### src/rtl/input_conditioner.sv
// Two-channel button front end: 2-flop sync, counter debounce, rising-edge pulse.
// Channel 0 drives A/a_level, channel 1 drives B/b_level.
module input_conditioner #(
    parameter int DEBOUNCE_CYCLES = 16,
    parameter int CNT_W           = $clog2(DEBOUNCE_CYCLES)
) (
    input  logic clk,
    input  logic reset,
    input  logic btn_a_raw,
    input  logic btn_b_raw,
    output logic A,
    output logic B,
    output logic a_level,
    output logic b_level
);

    localparam logic [CNT_W-1:0] CNT_MAX = CNT_W'(DEBOUNCE_CYCLES - 1);

    logic [1:0]       w_raw;
    logic [1:0]       w_diff;
    logic [1:0]       w_done;
    logic [1:0]       r_sync1;
    logic [1:0]       r_sync2;
    logic [1:0]       r_level;
    logic [1:0]       r_pulse;
    logic [CNT_W-1:0] r_cnt [2];

    assign w_raw = {btn_b_raw, btn_a_raw};

    // w_done marks the edge on which the level flips to sync2
    always_comb begin
        w_diff = '0;
        w_done = '0;
        for (int c = 0; c < 2; c++) begin
            w_diff[c] = r_sync2[c] ^ r_level[c];
            w_done[c] = w_diff[c] && (r_cnt[c] == CNT_MAX);
        end
    end

    always_ff @(posedge clk or negedge reset) begin
        if (!reset) begin
            r_sync1 <= '0;
            r_sync2 <= '0;
            r_level <= '0;
            r_pulse <= '0;
            for (int c = 0; c < 2; c++) begin
                r_cnt[c] <= '0;
            end
        end else begin
            r_sync1 <= w_raw;
            r_sync2 <= r_sync1;
            for (int c = 0; c < 2; c++) begin
                r_pulse[c] <= w_done[c] & r_sync2[c];
                if (w_done[c]) begin
                    r_level[c] <= r_sync2[c];
                end
                if (!w_diff[c] || w_done[c]) begin
                    r_cnt[c] <= '0;
                end else begin
                    r_cnt[c] <= r_cnt[c] + 1'b1;
                end
            end
        end
    end

    assign A       = r_pulse[0];
    assign B       = r_pulse[1];
    assign a_level = r_level[0];
    assign b_level = r_level[1];

endmodule

### config.mk
export PLATFORM = sky130hd
export DESIGN_NAME = input_conditioner
export DESIGN_NICKNAME = d
export VERILOG_FILES = /design/src/rtl/input_conditioner.sv
export SDC_FILE = /design/constraint.sdc
export NUM_CORES = 1
export LEC_CHECK = 0
export ABC_CLOCK_PERIOD_IN_PS = 3330
export CORE_MARGIN = 1
export CORE_UTILIZATION = 23
export DETAILED_ROUTE_END_ITERATION = 8
export DONT_BUFFER_PORTS = 1
export PLACE_DENSITY = 0.46
export SLEW_MARGIN = 20
export SYNTH_ARGS = -nofsm -noshare
export SYNTH_HDL_FRONTEND = slang
export SYNTH_SLANG_ARGS = --single-unit
### constraint.sdc
create_clock -name clk -period 3.33 [get_ports clk]
set_input_delay 0.666 -clock clk [delete_from_list [all_inputs] [get_ports clk]]
set_output_delay 0.666 -clock clk [all_outputs]
set_load 0.005 [all_outputs]
==> flow_metrics.tcl <==
set metrics [dict create \
    outcome "finished clean" \
    avgSynthCellArea_um2 14.4 \
    grt_antenna_before_repair 0 \
    ant_nets 0 \
    start_util_pct 24.9 \
    grt_pass1_vias 320 \
    layout_min_cycle_time_ns 1.38 \
    fin_skew_ns 0.000871 \
    grt_pass1_wl_um 1350 \
    drt-total-wl_um 743 \
    yosysMostFrequentCell "dfrtp_1" \
    finalMaxSlewViolations 0 \
    p_leak_nw 0.327 \
    p_per_area_mw_per_mm2 493 \
    yosysTopAreaCellShare_pct 63.2 \
    clk_root_buffer_cell "clkbuf_4" \
    synthTopCellsByArea "dfrtp_1, nand3_4, xnor2_1, mux2_4, nor2_1" \
    crit_path_start_kind "register" \
    setup_violations 0 \
    io_buffer_count 0 \
    fp.dieW_um 54.5 \
    synth_cells 44 \
    clk_pin_slew_ns 0.09 \
    clkSinkCount 16 \
    endpoint_kind "output port" \
    gp_congestion 0.672 \
    yosys.area_share.adder_pct 3.95 \
    tightest_slew_ns 0.199 \
    fmax_mhz 723 \
    synth_top_area_cell "dfrtp_1" \
    maxCapViolations 0 \
    die_h_um 54.5 \
    fin_ws_ns 1.95 \
    ys_seq_elements 16 \
    numCtsBuffers 3 \
    clk_path_buf_depth 2 \
    die_area_mm2 0.00297 \
    vias 295 \
    hp-class "input port to asynchronous set/reset pin" \
    hold_viol_final 0 \
    finalNetCount 55 \
    antenna_cells 0 \
    place_ws_ns 2.15 \
    setup_tns_ns 0 \
    crit_fanout 4 \
    cp.arrival_ns 0.72 \
    yosysSeqAreaShare_pct 63.2 \
    worstSetupPathType "register to output port" \
    timing.final.crit_share_pct 41.6 \
    synth_edf_count 0 \
    avgViaCountPerCell 3.78 \
    synth_common_cells "dfrtp_1, nor2_1, xnor2_1" \
    synth_area_um2 633 \
    grt_setup_unrepaired "false" \
    synth-xor-area-share_pct 8.30 \
    maxSlewHeadroom_pct 86.7 \
    io_pins 8 \
    rows 18 \
    wire_per_inst_um 9.53 \
    cts.repair.resized 0 \
    synth_flop_cell "dfrtp_1" \
    drc 0 \
    grtUsageTotal_pct 6.53 \
    async_flop_share_pct 100 \
    ys_warn_count 0 \
    synthSimpleGateAreaFrac_pct 18.6 \
    synth_compound_area_share_pct 0 \
    yosysUniqueCellTypes 11 \
    ir_drop_v 0.000241 \
    grt_max_degree 17 \
    hpwl_um 583 \
    core_mm2 0.00254 \
    holdBufCountCts 0 \
    cts_setup_buffers 0 \
    syn_to_final_growth_pct 11.7 \
    synthMuxAreaShare_pct 4.74 \
    initialDrtViolationCount 1 \
    syn-num-nets 50 \
    drive_gt1_share_pct 20.8 \
    clk_latency_ns 0.27 \
    gr-total-overflow 0 \
    htreeDepth 1 \
    firstDrtPassIters 2 \
    synth_top_family_by_area "simple AND/OR/NAND/NOR gates" \
    cts_tree "done" \
    worstPathRequired_ns 2.66 \
]
==> through the flow <==
stage | hold slack [ns] | power [mW] | area, um2 | cells | util (%)
final | 0.0718 | 0.349 | 707 | 78 | 27.8
after global placement | 0.333 | 0.229 | 671 | 74 | 26.4
after floorplan | 0.331 | 0.226 | 633 | 44 | -
after CTS | 0.0560 | 0.356 | 707 | 78 | 27.8
after global routing | 0.0421 | 0.366 | 707 | 78 | 27.8
after detailed placement | 0.338 | 0.229 | 671 | 74 | 26.4
==> path summary, 6_finish.rpt <==
check | start | to | slack, ns | cells past startpoint
setup / recovery | r_level[1] | b_level | 1.95 | 0
hold / removal | reset | r_cnt[4] | 0.07 | 0
setup reg to reg | r_cnt[0] | r_level[1] | 2.14 | 3
hold reg to reg | r_sync1[1] | r_sync2[1] | 0.36 | 0
max in group asynchronous | reset | r_sync2[1] | 3.19 | 0
min in group clk | r_sync1[1] | r_sync2[1] | 0.36 | 0
==> worst register-to-register path, stage by stage (launching register included) <==
cell and delay (ns):
dfrtp_1 0.40, ha_1 0.25, nand3_4 0.12, mux2_4 0.30
==> layout make-up <==
type / instances / area [um2]
inverter: 2 / 7.51
tap: 30 / 37.5
multi-input combinational: 26 / 225
sequential: 16 / 400
clock buffer: 4 / 36.3
fill: 267 / 1840
==> logic make-up after synthesis <==
| logic type | after synthesis |
|---|---|
| buffers and inverters | 2 |
| muxes | 2 |
| xor gates and xnor gates | 6 |
| DFF | 16 |
| adders and majority gates | 2 |
| and+or+nand+nor | 16 |
==> placed cells by master, fill, tap and decap left out, drive strengths merged <==
| cell | Yosys | layout |
|---|---|---|
| clkbuf | 0 | 4 |
| xnor2 | 4 | 4 |
| nor3b | 2 | 2 |
| xor2 | 2 | 2 |
| nand3 | 4 | 4 |
| dfrtp | 16 | 16 |
| nand2b | 2 | 2 |
| nor2 | 8 | 8 |
| inv | 2 | 2 |
| ha | 2 | 2 |
| mux2 | 2 | 2 |
==> sequential cells by signal, summed over array words and instances, names as in the netlist <==
| signal | flops |
|---|---|
| r_cnt | 8 |
| r_level | 2 |
| r_pulse | 2 |
| r_sync1 | 2 |
| r_sync2 | 2 |
==> report_power, final <==
| group | switching [mW] | leakage, nW | total, mW | internal (mW) |
|---|---|---|---|---|
| clock network | 0.0577 | 0.0210 | 0.124 | 0.0664 |
| logic | 0.00709 | 0.0969 | 0.0157 | 0.00857 |
| registers | 0.00621 | 0.209 | 0.209 | 0.203 |
| total | 0.0710 | 0.327 | 0.349 | 0.278 |
==> metal layers <==
| metal | track usage [%] | share of wire (%) | vias to the layer above | wire [um] |
|---|---|---|---|---|
| met4 | 3.85 | 0 | 0 | 0 |
| met1 | 8.28 | 44 | 140 | 329 |
| met3 | 1.67 | 5.9 | 0 | 44 |
| met5 | 0 | 0 | - | 0 |
| met2 | 9.96 | 50 | 7 | 370 |
| li1 | - | - | 148 | - |
No activity file was read; power rests on OpenSTA's default activity.
